File: src/rtl/dmem_arbiter_pkg.sv
// Shared definitions for the data-memory arbiter: access-type encodings,
// FSM states and the CPU misalignment predicate.
package dmem_arbiter_pkg;

    localparam logic [2:0] DM_WORD   = 3'b000;
    localparam logic [2:0] DM_HALF   = 3'b001;
    localparam logic [2:0] DM_HALF_U = 3'b010;
    localparam logic [2:0] DM_BYTE   = 3'b011;
    localparam logic [2:0] DM_BYTE_U = 3'b100;

    typedef enum logic [1:0] {
        IDLE   = 2'd0,
        CPU_RD = 2'd1,
        EXT_RD = 2'd2
    } state_t;

    // Byte accesses are never misaligned; unknown encodings behave as words.
    function automatic logic is_misaligned(input logic [2:0] ctrl, input logic [1:0] lo);
        case (ctrl)
            DM_HALF, DM_HALF_U: return lo[0];
            DM_BYTE, DM_BYTE_U: return 1'b0;
            default:            return lo != 2'b00;
        endcase
    endfunction

endpackage

File: src/rtl/dmem_arbiter_if.sv
// Bundle of CPU, secondary-requester and RAM signals around dmem_arbiter.
// cpu_misalign exists only when DMEM_MISALIGN_CHK_EN is defined.
interface dmem_arbiter_if #(
    parameter int ADDR_W = 12
);
    // Handshakes: a requester holds req (and its fields) until accepted; the CPU
    // is accepted in the cycle it sees cpu_stall=0, ext in the cycle ext_gnt=1.
    // Read data is valid only in the single cycle its rvalid pulse is high.
    logic              cpu_req;
    logic              cpu_we;
    logic [2:0]        cpu_dm_ctrl;
    logic [31:0]       cpu_addr;
    logic [31:0]       cpu_wdata;
    logic              cpu_stall;
    logic [31:0]       cpu_rdata;
    logic              cpu_rvalid;
`ifdef DMEM_MISALIGN_CHK_EN
    logic              cpu_misalign;
`endif
    logic              ext_req;
    logic              ext_we;
    logic [31:0]       ext_addr;
    logic [31:0]       ext_wdata;
    logic              ext_gnt;
    logic              ext_rvalid;
    logic [31:0]       ext_rdata;
    logic              ram_en;
    logic [3:0]        ram_wea;
    logic [ADDR_W-1:0] ram_addr;
    logic [31:0]       ram_din;
    logic [31:0]       ram_dout;

    modport slave (
`ifdef DMEM_MISALIGN_CHK_EN
        output cpu_misalign,
`endif
        input  cpu_req, cpu_we, cpu_dm_ctrl, cpu_addr, cpu_wdata,
        output cpu_stall, cpu_rdata, cpu_rvalid,
        input  ext_req, ext_we, ext_addr, ext_wdata,
        output ext_gnt, ext_rvalid, ext_rdata,
        output ram_en, ram_wea, ram_addr, ram_din,
        input  ram_dout
    );

    modport master (
`ifdef DMEM_MISALIGN_CHK_EN
        input  cpu_misalign,
`endif
        output cpu_req, cpu_we, cpu_dm_ctrl, cpu_addr, cpu_wdata,
        input  cpu_stall, cpu_rdata, cpu_rvalid,
        output ext_req, ext_we, ext_addr, ext_wdata,
        input  ext_gnt, ext_rvalid, ext_rdata,
        input  ram_en, ram_wea, ram_addr, ram_din,
        output ram_dout
    );

endinterface

File: src/rtl/dmem_lane_fmt.sv
// Combinational lane formatting: store byte enables and data replication,
// load lane selection with sign/zero extension.
module dmem_lane_fmt
    import dmem_arbiter_pkg::*;
(
    input  logic [2:0]  dm_ctrl,
    input  logic [1:0]  addr_lo,
    input  logic [31:0] wdata,
    input  logic [31:0] rword,
    output logic [3:0]  wea,
    output logic [31:0] din,
    output logic [31:0] rdata
);
    logic [15:0] half;
    logic [7:0]  lane_b;

    always_comb begin
        half = addr_lo[1] ? rword[31:16] : rword[15:0];
        case (addr_lo)
            2'd0:    lane_b = rword[7:0];
            2'd1:    lane_b = rword[15:8];
            2'd2:    lane_b = rword[23:16];
            default: lane_b = rword[31:24];
        endcase

        wea   = 4'b1111;
        din   = wdata;
        rdata = rword;
        case (dm_ctrl)
            DM_HALF, DM_HALF_U: begin
                wea   = addr_lo[1] ? 4'b1100 : 4'b0011;
                din   = {2{wdata[15:0]}};
                rdata = (dm_ctrl == DM_HALF) ? {{16{half[15]}}, half} : {16'h0, half};
            end
            DM_BYTE, DM_BYTE_U: begin
                wea   = 4'b0001 << addr_lo;
                din   = {4{wdata[7:0]}};
                rdata = (dm_ctrl == DM_BYTE) ? {{24{lane_b[7]}}, lane_b} : {24'h0, lane_b};
            end
            default: ;
        endcase
    end

endmodule

File: src/rtl/dmem_arbiter.sv
// Shares a single-port data RAM between the CPU MEM stage and a word-only
// secondary requester. Optional misaligned-access blocking: DMEM_MISALIGN_CHK_EN.
module dmem_arbiter
    import dmem_arbiter_pkg::*;
#(
    parameter int ADDR_W      = 12,
    parameter int MAX_CPU_RUN = 4
) (
    input  logic          clk,
    input  logic          rstn,
    dmem_arbiter_if.slave bus,
    output state_t        dbg_state
);
    localparam int RUN_W = $clog2(MAX_CPU_RUN + 1);
    localparam logic [RUN_W-1:0] RUN_MAX = RUN_W'(MAX_CPU_RUN);

    state_t           state, state_nx;
    logic [RUN_W-1:0] run_cnt, run_cnt_nx;
    logic [2:0]       rd_ctrl;
    logic [1:0]       rd_lo;
    logic             cpu_pick, cpu_grant, ext_grant, done, misalign;
    logic [2:0]       fmt_ctrl;
    logic [1:0]       fmt_lo;
    logic [3:0]       fmt_wea;
    logic [31:0]      fmt_din, fmt_rdata;
    logic             unused_addr_bits;

    assign unused_addr_bits = ^{bus.cpu_addr[31:ADDR_W+2], bus.ext_addr[31:ADDR_W+2],
                                bus.ext_addr[1:0]};
    assign dbg_state = state;

    // One formatter serves both directions: live CPU fields while issuing,
    // the fields captured at issue while the load returns.
    assign fmt_ctrl = (state == CPU_RD) ? rd_ctrl : bus.cpu_dm_ctrl;
    assign fmt_lo   = (state == CPU_RD) ? rd_lo   : bus.cpu_addr[1:0];

    dmem_lane_fmt u_fmt (
        .dm_ctrl (fmt_ctrl),
        .addr_lo (fmt_lo),
        .wdata   (bus.cpu_wdata),
        .rword   (bus.ram_dout),
        .wea     (fmt_wea),
        .din     (fmt_din),
        .rdata   (fmt_rdata)
    );

    always_ff @(posedge clk or negedge rstn) begin
        if (!rstn) begin
            state   <= IDLE;
            run_cnt <= '0;
            rd_ctrl <= '0;
            rd_lo   <= '0;
        end else begin
            state   <= state_nx;
            run_cnt <= run_cnt_nx;
            if (cpu_grant && !bus.cpu_we) begin
                rd_ctrl <= bus.cpu_dm_ctrl;
                rd_lo   <= bus.cpu_addr[1:0];
            end
        end
    end

    always_comb begin
        state_nx       = state;
        run_cnt_nx     = run_cnt;
        cpu_pick       = 1'b0;
        cpu_grant      = 1'b0;
        ext_grant      = 1'b0;
        done           = 1'b0;
        misalign       = 1'b0;
        bus.cpu_stall  = 1'b0;
        bus.cpu_rdata  = '0;
        bus.cpu_rvalid = 1'b0;
        bus.ext_gnt    = 1'b0;
        bus.ext_rvalid = 1'b0;
        bus.ext_rdata  = '0;
        bus.ram_en     = 1'b0;
        bus.ram_wea    = '0;
        bus.ram_addr   = '0;
        bus.ram_din    = '0;

        // Outputs are held at zero for as long as reset is asserted.
        if (rstn) begin
            case (state)
                IDLE: begin
                    cpu_pick = bus.cpu_req && !(bus.ext_req && run_cnt == RUN_MAX);
`ifdef DMEM_MISALIGN_CHK_EN
                    misalign = cpu_pick && is_misaligned(bus.cpu_dm_ctrl, bus.cpu_addr[1:0]);
`endif
                    cpu_grant = cpu_pick && !misalign;
                    ext_grant = !cpu_pick && bus.ext_req;
                    done      = misalign || (cpu_grant && bus.cpu_we);
                    if (cpu_grant) begin
                        bus.ram_en   = 1'b1;
                        bus.ram_addr = bus.cpu_addr[ADDR_W+1:2];
                        if (bus.cpu_we) begin
                            bus.ram_wea = fmt_wea;
                            bus.ram_din = fmt_din;
                        end else begin
                            state_nx = CPU_RD;
                        end
                    end else if (ext_grant) begin
                        bus.ext_gnt  = 1'b1;
                        bus.ram_en   = 1'b1;
                        bus.ram_addr = bus.ext_addr[ADDR_W+1:2];
                        if (bus.ext_we) begin
                            bus.ram_wea = 4'b1111;
                            bus.ram_din = bus.ext_wdata;
                        end else begin
                            state_nx = EXT_RD;
                        end
                    end
                end
                CPU_RD: begin
                    // A flushed load still drains the RAM but is not reported.
                    done           = 1'b1;
                    bus.cpu_rvalid = bus.cpu_req;
                    bus.cpu_rdata  = bus.cpu_req ? fmt_rdata : '0;
                    state_nx       = IDLE;
                end
                EXT_RD: begin
                    bus.ext_rvalid = 1'b1;
                    bus.ext_rdata  = bus.ram_dout;
                    state_nx       = IDLE;
                end
                default: state_nx = IDLE;
            endcase

            if (!bus.ext_req || ext_grant) begin
                run_cnt_nx = '0;
            end else if (cpu_grant) begin
                run_cnt_nx = run_cnt + 1'b1;
            end
            bus.cpu_stall = bus.cpu_req && !done;
        end
`ifdef DMEM_MISALIGN_CHK_EN
        bus.cpu_misalign = misalign;
`endif
    end

endmodule
File: src/flat_wrapper.sv
// flat-port wrapper written by rule: the top's interface ports become plain ports
module dmem_arbiter_flat import dmem_arbiter_pkg::*;
#(
    parameter int ADDR_W      = 12,
    parameter int MAX_CPU_RUN = 4
)
  (clk, rstn, dbg_state, bus_cpu_req, bus_cpu_we, bus_cpu_dm_ctrl, bus_cpu_addr, bus_cpu_wdata, bus_cpu_stall, bus_cpu_rdata, bus_cpu_rvalid, bus_ext_req, bus_ext_we, bus_ext_addr, bus_ext_wdata, bus_ext_gnt, bus_ext_rvalid, bus_ext_rdata, bus_ram_en, bus_ram_wea, bus_ram_addr, bus_ram_din, bus_ram_dout);
  dmem_arbiter_if #(.ADDR_W(ADDR_W)) bus_i ();
  input  logic clk;
  input  logic rstn;
  output state_t dbg_state;
  input wire logic [$bits(bus_i.cpu_req)-1:0] bus_cpu_req;
  input wire logic [$bits(bus_i.cpu_we)-1:0] bus_cpu_we;
  input wire logic [$bits(bus_i.cpu_dm_ctrl)-1:0] bus_cpu_dm_ctrl;
  input wire logic [$bits(bus_i.cpu_addr)-1:0] bus_cpu_addr;
  input wire logic [$bits(bus_i.cpu_wdata)-1:0] bus_cpu_wdata;
  output wire logic [$bits(bus_i.cpu_stall)-1:0] bus_cpu_stall;
  output wire logic [$bits(bus_i.cpu_rdata)-1:0] bus_cpu_rdata;
  output wire logic [$bits(bus_i.cpu_rvalid)-1:0] bus_cpu_rvalid;
  input wire logic [$bits(bus_i.ext_req)-1:0] bus_ext_req;
  input wire logic [$bits(bus_i.ext_we)-1:0] bus_ext_we;
  input wire logic [$bits(bus_i.ext_addr)-1:0] bus_ext_addr;
  input wire logic [$bits(bus_i.ext_wdata)-1:0] bus_ext_wdata;
  output wire logic [$bits(bus_i.ext_gnt)-1:0] bus_ext_gnt;
  output wire logic [$bits(bus_i.ext_rvalid)-1:0] bus_ext_rvalid;
  output wire logic [$bits(bus_i.ext_rdata)-1:0] bus_ext_rdata;
  output wire logic [$bits(bus_i.ram_en)-1:0] bus_ram_en;
  output wire logic [$bits(bus_i.ram_wea)-1:0] bus_ram_wea;
  output wire logic [$bits(bus_i.ram_addr)-1:0] bus_ram_addr;
  output wire logic [$bits(bus_i.ram_din)-1:0] bus_ram_din;
  input wire logic [$bits(bus_i.ram_dout)-1:0] bus_ram_dout;
  assign bus_i.cpu_req = bus_cpu_req;
  assign bus_i.cpu_we = bus_cpu_we;
  assign bus_i.cpu_dm_ctrl = bus_cpu_dm_ctrl;
  assign bus_i.cpu_addr = bus_cpu_addr;
  assign bus_i.cpu_wdata = bus_cpu_wdata;
  assign bus_cpu_stall = bus_i.cpu_stall;
  assign bus_cpu_rdata = bus_i.cpu_rdata;
  assign bus_cpu_rvalid = bus_i.cpu_rvalid;
  assign bus_i.ext_req = bus_ext_req;
  assign bus_i.ext_we = bus_ext_we;
  assign bus_i.ext_addr = bus_ext_addr;
  assign bus_i.ext_wdata = bus_ext_wdata;
  assign bus_ext_gnt = bus_i.ext_gnt;
  assign bus_ext_rvalid = bus_i.ext_rvalid;
  assign bus_ext_rdata = bus_i.ext_rdata;
  assign bus_ram_en = bus_i.ram_en;
  assign bus_ram_wea = bus_i.ram_wea;
  assign bus_ram_addr = bus_i.ram_addr;
  assign bus_ram_din = bus_i.ram_din;
  assign bus_i.ram_dout = bus_ram_dout;
  dmem_arbiter #(.ADDR_W(ADDR_W), .MAX_CPU_RUN(MAX_CPU_RUN)) u_core (.clk(clk), .rstn(rstn), .bus(bus_i), .dbg_state(dbg_state));
endmodule
File: config.mk
export PLATFORM = sky130hd
export DESIGN_NAME = dmem_arbiter_flat
export DESIGN_NICKNAME = d
export VERILOG_FILES = /design/src/rtl/dmem_arbiter_pkg.sv /design/src/rtl/dmem_arbiter_if.sv /design/src/rtl/dmem_lane_fmt.sv /design/src/rtl/dmem_arbiter.sv /design/src/flat_wrapper.sv
export SDC_FILE = /design/constraint.sdc
export NUM_CORES = 1
export LEC_CHECK = 0
export ABC_CLOCK_PERIOD_IN_PS = 8500
export CORE_AREA = 2 2 113 115
export CTS_BUF_LIST = sky130_fd_sc_hd__clkbuf_4 sky130_fd_sc_hd__clkbuf_8
export CTS_CLUSTER_SIZE = 25
export DETAILED_ROUTE_END_ITERATION = 10
export DIE_AREA = 0 0 115 117
export PLACE_DENSITY = 0.76
export SLEW_MARGIN = 25
export SYNTH_ARGS = -nofsm -noshare
export SYNTH_HDL_FRONTEND = slang
export SYNTH_HIERARCHICAL = 1
export SYNTH_SLANG_ARGS = --single-unit
File: constraint.sdc
create_clock -name clk -period 8.5 [get_ports clk]
set_input_delay 2.55 -clock clk [delete_from_list [all_inputs] [get_ports clk]]
set_output_delay 2.55 -clock clk [all_outputs]
set_load 0.05 [all_outputs]
-- Word-level counts from Yosys, hierarchy flattened
Cells that the tools add are included.
- bits in registers: 10
- input bits: 169
- output and inout bits: 119
- logic and storage cells: 94
- $add $sub $neg: 1
- equal/unequal tests: 12
- shift-type cells: 1
- multiplexer cells: 57
- reduce and logical (&&, ||, !) cells: 19
- operators with widths (cell ; number):
    $mux 32 ; 13
    $pmux 32 s2 ; 2
    $mux 12 ; 4
    $mux 4 ; 7
    $pmux 8 s3 ; 1
    $mux 1 ; 18
    $mux 16 ; 1
    $mux 2 ; 6
    $mux 3 ; 3
    $pmux 4 s2 ; 1
    $eq 3x2->1 const B ; 2
    $eq 3x3->1 const B ; 2
    $logic_and 1x1->1 ; 6
    $logic_not 1->1 ; 5
    $eq 2x1->1 const B ; 2
    $eq 2x2->1 const B ; 2
    $logic_not 2->1 ; 2
    $reduce_and 4->1 ; 1
    $reduce_or 2->1 ; 2
    $shl 1x2->4 const A ; 1
    $add 3x1->3 const B ; 1
    $eq 3x1->1 const B ; 1
    $ne 3x1->1 const B ; 1
    $ne 3x2->1 const B ; 1
    other kinds (5) ; 5

-- Longest topological paths before layout
Gate-level depths: netlist of the first run.
- depth after elaboration: 11
- depth in mapped cells: 11
- gate-level depth less buffers: 9

-- By module
Netlist of the first run, hierarchy kept.
- modules (own cells, without submodules) (module ; instances ; cells each ; area an instance (µm²) ; sequential area each (µm²)):
    dmem_arbiter ; 1 ; 267 ; 2159.6 ; 250.2
    dmem_lane_fmt ; 1 ; 247 ; 1726.7 ; 0.0

-- Worst setup path before layout of the first run
OpenSTA, ideal clock, no wires.
- path type: input to output
- start point: input bus_cpu_dm_ctrl[0]
- end point: output bus_ram_wea[0]
- arrival: 4566 ps
- required time: 5950 ps
- path slack: 1384 ps
- stages: 8
- path buffers: 2
- cells stage by stage: mux2_2 buf_2 nand2_1 clkbuf_1 o21ai_0 a21oi_1 nand4_1 a21oi_1
- longest elaborated chain between the ends: 8
- elaborated cells between the ends (all ways): 12
- classes of those cells: eq/ne: 4; mux: 6; reduce/logical: 2
- ends and longest elaborated chain (element ; line ; text):
    from (decl) ; flat_wrapper.sv:14 ; input wire logic [$bits(bus_i.cpu_dm_ctrl)-1:0] bus_cpu_dm_ctrl;
    $mux 3 (*) ; dmem_arbiter.sv:34 ; assign fmt_ctrl = (state == CPU_RD) ? rd_ctrl : bus.cpu_dm_ctrl;
    $eq 3x2->1 (tied with other cells) ; dmem_lane_fmt.sv:29 ; case (dm_ctrl)
    $reduce_or 2->1 ; dmem_lane_fmt.sv:29 ;
    $pmux 4 s2 (*) ; dmem_lane_fmt.sv:29 ;
    net u_core.fmt_wea[0] ; dmem_arbiter.sv:24 ; logic [3:0] fmt_wea;
    $mux 4 (*) ; dmem_arbiter.sv:96 ; if (bus.cpu_we) begin
    $mux 4 (*) ; dmem_arbiter.sv:93 ; if (cpu_grant) begin
    $mux 4 (*) ; dmem_arbiter.sv:84 ; case (state)
    $mux 4 (*) ; dmem_arbiter.sv:83 ; if (rstn) begin
    to (decl) ; flat_wrapper.sv:28 ; output wire logic [$bits(bus_i.ram_wea)-1:0] bus_ram_wea;
Mark *: on every way through the listed nets, which the timed path passes. The rest lies on a longest branch.

-- Worst setup path in the final report of the first run
- start point: input bus_cpu_dm_ctrl[2]
- end point: output bus_ram_din[28]
- longest elaborated chain between the ends: 8
- elaborated cells between the ends (all ways): 12
- classes of those cells: eq/ne: 4; mux: 6; reduce/logical: 2
- ends and longest elaborated chain (element ; line ; text):
    $mux 3 (*) ; dmem_arbiter.sv:34 ;
    net u_core.fmt_ctrl[2] ; dmem_arbiter.sv:22 ; logic [2:0] fmt_ctrl;
    $eq 3x2->1 (tied with other cells) ; dmem_lane_fmt.sv:29 ;
    $reduce_or 2->1 ; dmem_lane_fmt.sv:29 ;
    $pmux 32 s2 (*) ; dmem_lane_fmt.sv:29 ;
    net u_core.fmt_din[28] ; dmem_arbiter.sv:25 ; logic [31:0] fmt_din, fmt_rdata;
    $mux 32 (*) ; dmem_arbiter.sv:96 ;
    $mux 32 (*) ; dmem_arbiter.sv:93 ;
    $mux 32 (*) ; dmem_arbiter.sv:84 ;
    $mux 32 (*) ; dmem_arbiter.sv:83 ;
    to (decl) ; flat_wrapper.sv:30 ; output wire logic [$bits(bus_i.ram_din)-1:0] bus_ram_din;
Marked as above.

==> results by group, run 1 <==
Outcome
  – Status: completed

Global route
  – First-pass GRT wire length: 24,900 um
  – Number of global-route vias before repair: 4,701
  – Largest net degree at the start of global routing: 67
  – Global route total overflow: 0
  – Tot GR Track Use: 0.231
  – Most used routing layer: met2
  – Met1 Use GR: 0.274
  – Met3 Use GR: 0.0530
  – Antenna violations before repair: 0
  – Met2 Use GR: 0.422

Routing
  – # DRC: 0
  – Antenna-violating nets left: 0
  – Drt wl/cell: 19.0 um
  – Vias: 4,824
  – 1st-pass router iterations: 5
  – DRT iter0 DRCs: 331
  – Post-DR vias/cell: 5.53
  – Final WL: 16,600 um

Synthesis
  – Number of synthesis warnings: 6
  – Post-synth top area cell: and2_1
  – Yosys cell types: 56
  – Count leader, synth: nand2_1
  – Dominant register cell in the synthesized netlist: dfrtp_1
  – Post-Synthesis Cells: 514
  – Mapped Area: 3890 um^2
  – Synth Register Bits: 10
  – Share of the yosys chip area belonging to registers: 0.0644
  – Synth top cells by count: nand2_1, and2_1, o22ai_2
  – Syn_area_per_cell: 7.56 um^2
  – Top cells by area, synth: and2_1, o22ai_2, mux2_2, nand2_1, dfrtp_1
  – Syn Nets: 685
  – Async set or reset register ratio after synthesis: 1.00
  – Share of Yosys cell area claimed by the top area cell type: 0.105
  – EDFF count, synth: 0

Timing
  – Setup total negative slack: 0 ns
  – Max-slew violations: 0
  – RSZ-0062 raised after global routing: no
  – Tmin final: 7.88 ns
  – Final setup vio count: 0
  – Final hold viol count: 0
  – Clk_skew: 0.00314 ns
  – Slew Limit Headroom: 0.557
  – Fmax: 0.127 GHz
  – Final Cycle Share: 0.928
  – Worst Tran Pin Value: 0.665 ns

Floorplanning
  – Die span in y: 117 um
  – IO Pins: 288
  – Row Count: 41
  – Std-Cell Core Area: 12,300 um^2
  – Initial core utilization: 0.316
  – Die ar.: 13,500 um^2
  – Die X: 115 um

CTS
  – Clock latency at the later pin of the worst-skew pair: 0.24 ns
  – CTS clk-pin slew, worst paths: 0.05 ns
  – CTS buffer count: 3
  – CTS tree: done
  – CTS Buffer Depth: 2
  – Clock sink total: 10
  – Root Driver: clkbuf_8
  – Post-cts sizing count: 0
  – Htree depth: 1
  – Setup bufs post-CTS: 0
  – Cts-stage hold buffer count: 0

Place
  – GPL Wtd Cong: 0.843
  – Port Buffer Count: 249
  – Post-DP HPWL: 12,400 um

Critical path
  – Worst Path Required: 5.95 ns
  – CP endpoint kind: primary output
  – WP data arrival: 5.33 ns
  – WS Path Type: input port to primary output
  – Slowest Stage Delay on Critical Path: 0.48 ns
  – CP max-delay cell: mux2_2
  – Worst-path fanout max: 23
  – Critical Path, Cell by Cell: clkdlybuf4s50_1 -> mux2_2 -> inv_1 -> nand2_1 -> o22ai_1 -> a211oi_1 -> nand2_2 -> o22ai_2 -> buf_12
  – Startpoint types: input port

Power
  – Worst VDD drop: 0.0000602 V
  – Leakage: 2.62 nW
  – Total power: 665 uW
  – Pwr per Cell Area: 98.2 nW/um^2

Cells and area
  – Synthesis-to-finish area growth: 74.3%
  – Nets: 894
  – # diodes: 0
  – Filler instances: 1,112
  – Share of cells above drive strength 1: 0.269

Worst hold path
  – Hold Path Class: register to register

Flow run
  – Max cap viols: 0
state kept, by name, summed over array words and instances, names as in the netlist:
signal / count
u_core/dbg_state: 2
u_core/rd_lo: 2
u_core/run_cnt: 3
u_core/rd_ctrl: 3
routing by layer:
| metal | part of all wire | routed length [um] |
|---|---|---|
| met5 | 0 | 0 |
| met4 | 0.017 | 284 |
| met3 | 0.093 | 1540 |
| met2 | 0.50 | 8240 |
| met1 | 0.39 | 6530 |
power by group:
group          internal [mW]  switching, mW
Combinational          0.240          0.301
Sequential            0.0562        0.00738
Clock                 0.0409         0.0209
Total                  0.337          0.329
final timing paths:
kind	endpoint	start	slack (ns)	cells after the start
min in group asynchronous	u_core/run_cnt[1]	rstn	2.74	2
min	u_core/rd_ctrl[2]	u_core/rd_ctrl[2]	0.51	1
max reg2reg	u_core/rd_lo[0]	u_core/dbg_state[1]	6.64	4
max in group asynchronous	u_core/rd_ctrl[0]	rstn	5.57	2
min reg2reg	u_core/rd_ctrl[2]	u_core/rd_ctrl[2]	0.51	1
max	bus_ram_din[28]	bus_cpu_dm_ctrl[2]	0.62	9
critical path, delay by kind of cell:
family | cells | cell delay (ns)
buffers and inverters | 3 | 1.03
AOI/OAI and AO/OA | 3 | 0.70
and+or+nand+nor | 2 | 0.56
muxes | 1 | 0.48
layout make-up:
cell class                 count  area [um^2]  share of cell area
multi-input combinational    432         3180               0.469
tap                          150          188              0.0277
sequential                    10          250              0.0369
clock buffer                   4         55.1             0.00813
inverter                      15         56.3             0.00831
timing repair buffer         261         3050               0.450
cells by family (layout without fill, tap and decap cells):
kind of cell / Yosys count / count (layout) / share of synthesized area
muxes: 43 / 43 / 0.155
and+or+nand+nor: 230 / 230 / 0.315
buffers and inverters: 72 / 280 / 0.119
AOI/OAI and AO/OA: 155 / 155 / 0.333
xor gates and xnor gates: 2 / 2 / 0.00644
adders and majority gates: 2 / 2 / 0.00644
DFF: 10 / 10 / 0.0644
metrics by stage:
step / util / instance area (um^2) / instances / worst slack [ns] / hold WS (ns)
after floorplan: - / 3890 / 514 / 1.38 / 0.476
after global placement: 0.546 / 6720 / 868 / 0.726 / 0.485
after detailed placement: 0.546 / 6720 / 868 / 0.677 / 0.491
after CTS: 0.550 / 6780 / 872 / 0.654 / 0.510
after global routing: 0.550 / 6780 / 872 / 0.470 / 0.529
final: 0.550 / 6780 / 872 / 0.616 / 0.511
cell usage in the layout, fill, tap and decap left out, types with 2 or more instances in the layout:
master,count
mux4_1,3
buf_4,22
mux2_2,29
nand4_1,4
clkbuf_8,4
mux2_4,5
a21oi_2,2
mux4_2,5
o32ai_1,23
clkdlybuf4s50_1,190
a31oi_1,2
a211oi_1,7
and2_1,65
o22ai_2,32
dfrtp_1,10
o21a_1,15
ha_1,2
nor3_1,2
a22o_1,14
nand2_2,30
nand2_1,82
a21oi_1,23
inv_1,12
o31ai_1,9
o22ai_1,16
inv_2,3
buf_12,49
nor2_1,31
o21ai_0,6
(Power assumes the default switching activity.)
==> run 2, diff against run 1 <==
--- a/config.mk
+++ b/config.mk
@@ -6,14 +6,14 @@
 export NUM_CORES = 1
 export LEC_CHECK = 0
 export ABC_CLOCK_PERIOD_IN_PS = 8500
-export CORE_AREA = 2 2 113 115
+export CAP_MARGIN = 20
+export CORE_AREA = 2 2 111 113
 export CTS_BUF_LIST = sky130_fd_sc_hd__clkbuf_4 sky130_fd_sc_hd__clkbuf_8
 export CTS_CLUSTER_SIZE = 25
 export DETAILED_ROUTE_END_ITERATION = 10
-export DIE_AREA = 0 0 115 117
-export PLACE_DENSITY = 0.76
+export DIE_AREA = 0 0 113 115
+export PLACE_DENSITY = 0.68
 export SLEW_MARGIN = 25
 export SYNTH_ARGS = -nofsm -noshare
 export SYNTH_HDL_FRONTEND = slang
-export SYNTH_HIERARCHICAL = 1
 export SYNTH_SLANG_ARGS = --single-unit
==> results by group, run 2 <==
Floorplanning
  – Die X: 113 um
  – Die span in y: 115 um
  – Die ar.: 13,000 um^2
  – Std-Cell Core Area: 11,800 um^2
  – IO Pins: 288
  – Row Count: 40
  – Initial core utilization: 0.233

Global route
  – Number of global-route vias before repair: 3,810
  – First-pass GRT wire length: 21,000 um
  – Antenna violations before repair: 0
  – Tot GR Track Use: 0.202
  – Global route total overflow: 0
  – Largest net degree at the start of global routing: 34

CTS
  – Clock sink total: 10
  – Clock latency at the later pin of the worst-skew pair: 0.24 ns
  – CTS Buffer Depth: 2
  – Htree depth: 1
  – Cts-stage hold buffer count: 0
  – Root Driver: clkbuf_8
  – Setup bufs post-CTS: 0
  – CTS clk-pin slew, worst paths: 0.05 ns
  – Post-cts sizing count: 0
  – CTS tree: done
  – CTS buffer count: 3

Timing
  – Setup total negative slack: 0 ns
  – Final setup vio count: 0
  – Fmax: 0.126 GHz
  – Max-slew violations: 0
  – Worst Tran Pin Value: 0.828 ns
  – Slew Limit Headroom: 0.448
  – RSZ-0062 raised after global routing: no
  – Final hold viol count: 0
  – Final Cycle Share: 0.932
  – Tmin final: 7.92 ns
  – Clk_skew: 0.00372 ns

Flow run
  – Max cap viols: 0

Critical path
  – Critical Path, Cell by Cell: clkdlybuf4s50_1 -> mux2i_4 -> mux2i_2 -> a31oi_1 -> a21oi_1 -> clkdlybuf4s50_1
  – CP max-delay cell: clkdlybuf4s50_1
  – Worst Path Buf+Inv: 2
  – Slowest Stage Delay on Critical Path: 0.85 ns
  – WS Path Type: input port to primary output
  – R2r startpoint: u_core.dbg_state[1]
  – CP endpoint kind: primary output
  – Startpoint types: input port
  – Crit-path leading delay family: buffers and inverters
  – Worst Path Required: 5.95 ns
  – Critical path launch point: bus_cpu_dm_ctrl[2]
  – Reg-to-reg setup timing slack: 6.65 ns
  – Worst-path fanout max: 9
  – Worst r2r dst: u_core.rd_ctrl[0]
  – WP data arrival: 5.37 ns
  – Worst R2R Path Depth: 4
  – CP most frequent cell: clkdlybuf4s50_1

Synthesis
  – Share of Yosys cell area claimed by the top area cell type: 0.0910
  – Share of the yosys chip area belonging to registers: 0.0910
  – Synth top cells by count: nor2_1, a21oi_1, and2_1
  – Dominant register cell in the synthesized netlist: dfrtp_1
  – Post-synth top area cell: dfrtp_1
  – Post-Synthesis Cells: 377
  – Syn_area_per_cell: 7.29 um^2
  – Synth Register Bits: 10
  – Syn Nets: 548
  – Async set or reset register ratio after synthesis: 1.00
  – Number of synthesis warnings: 0
  – Mapped Area: 2750 um^2
  – Count leader, synth: nor2_1
  – EDFF count, synth: 0
  – Top cells by area, synth: dfrtp_1, and2_1, o2bb2ai_1, a21oi_1, a22o_1
  – Yosys cell types: 61

Routing
  – Drt wl/cell: 18.6 um
  – 1st-pass router iterations: 8
  – Post-DR vias/cell: 5.28
  – Antenna-violating nets left: 0
  – Vias: 3,990
  – Final WL: 14,000 um
  – DRT iter0 DRCs: 182
  – # DRC: 18

Cells and area
  – Commonest non-fill, non-tap cell in the layout: clkdlybuf4s50_1
  – Synthesis-to-finish area growth: 102%
  – Nets: 780
  – Largest registers: u_core.rd_ctrl (3), u_core.run_cnt (3)
  – Post-route cell area: 5540 um^2
  – # diodes: 0
  – Util after Layout: 0.469
  – Commonest cells after routing, fill and taps aside: clkdlybuf4s50_1, nor2_1, a21oi_1, buf_4, and2_1
  – Non-Filler Instances: 755
  – Share of cells above drive strength 1: 0.163

Worst hold path
  – Cells on Worst Hold Path: 2
  – Hold Path End: u_core.rd_lo[0]
  – Min-delay src: u_core.rd_lo[0]
  – Hold Path Class: register to register

Place
  – GPL Wtd Cong: 0.825
  – Placed Cells: 751
  – Port Buffer Count: 249
  – Post-DP HPWL: 11,500 um
  – Cell Area, Placed: 5490 um^2

Power
  – Worst VDD drop: 0.0000487 V
  – Pwr per Cell Area: 100 nW/um^2
  – Leakage: 2.16 nW

Outcome
  – Failing checks: design-rule violations
  – Status: finished, violations left
[run 2: cells by family after synthesis]
group,count (synthesis),share of synthesized area
flip-flops,10,0.0910
XOR/XNOR,3,0.0123
buffers and inverters,43,0.0842
AND/OR/NAND/NOR,136,0.258
AO/OA/AOI/OAI,158,0.438
adder cells (fa/ha/maj),2,0.00910
multiplexers,25,0.107
[run 2: worst min-delay path, stage by stage, from the launching register on]
cell	delay, ns
dfrtp_1	0.37
nand2_1	0.05
o21ai_0	0.07
[run 2: layout make-up]
cell class              instances  area [um^2]
fillers                      1149         6270
repair buffers                259         2740
multi-input cells             324         2280
flip-flops and latches         10          250
well taps                     147          184
clock buffers                   4         55.1
inverters                      11         41.3
[run 2: where the power goes]
group,leakage (nW),switching [mW],total (mW),internal [mW]
registers,0.129,0.0131,0.0693,0.0562
logic,2.01,0.246,0.428,0.181
clock network,0.0288,0.0191,0.0599,0.0407
[run 2: per-stage QoR]
stage                     hold WS, ns  worst slack [ns]  power [mW]
after CTS                       0.536             0.599       0.560
after floorplan                 0.480              1.38       0.321
after detailed placement        0.526             0.568       0.499
after global routing            0.582             0.462       0.590
final                           0.529             0.580       0.557
after global placement          0.504             0.638       0.491
[run 2: worst max path at each step]
stage | to | cells after the start
global route | bus_cpu_rdata[7] | 6
finish | bus_cpu_rdata[7] | 6
floorplan | bus_cpu_rdata[7] | 5
detailed placement | bus_cpu_rdata[7] | 6
global placement | bus_cpu_rdata[7] | 6
CTS | bus_cpu_rdata[7] | 6
[run 2: layer usage]
metal	global-route usage	routed length (um)
met5	0	0
met4	0.0358	172
met3	0.0322	1260
met2	0.392	7500
met1	0.236	5100
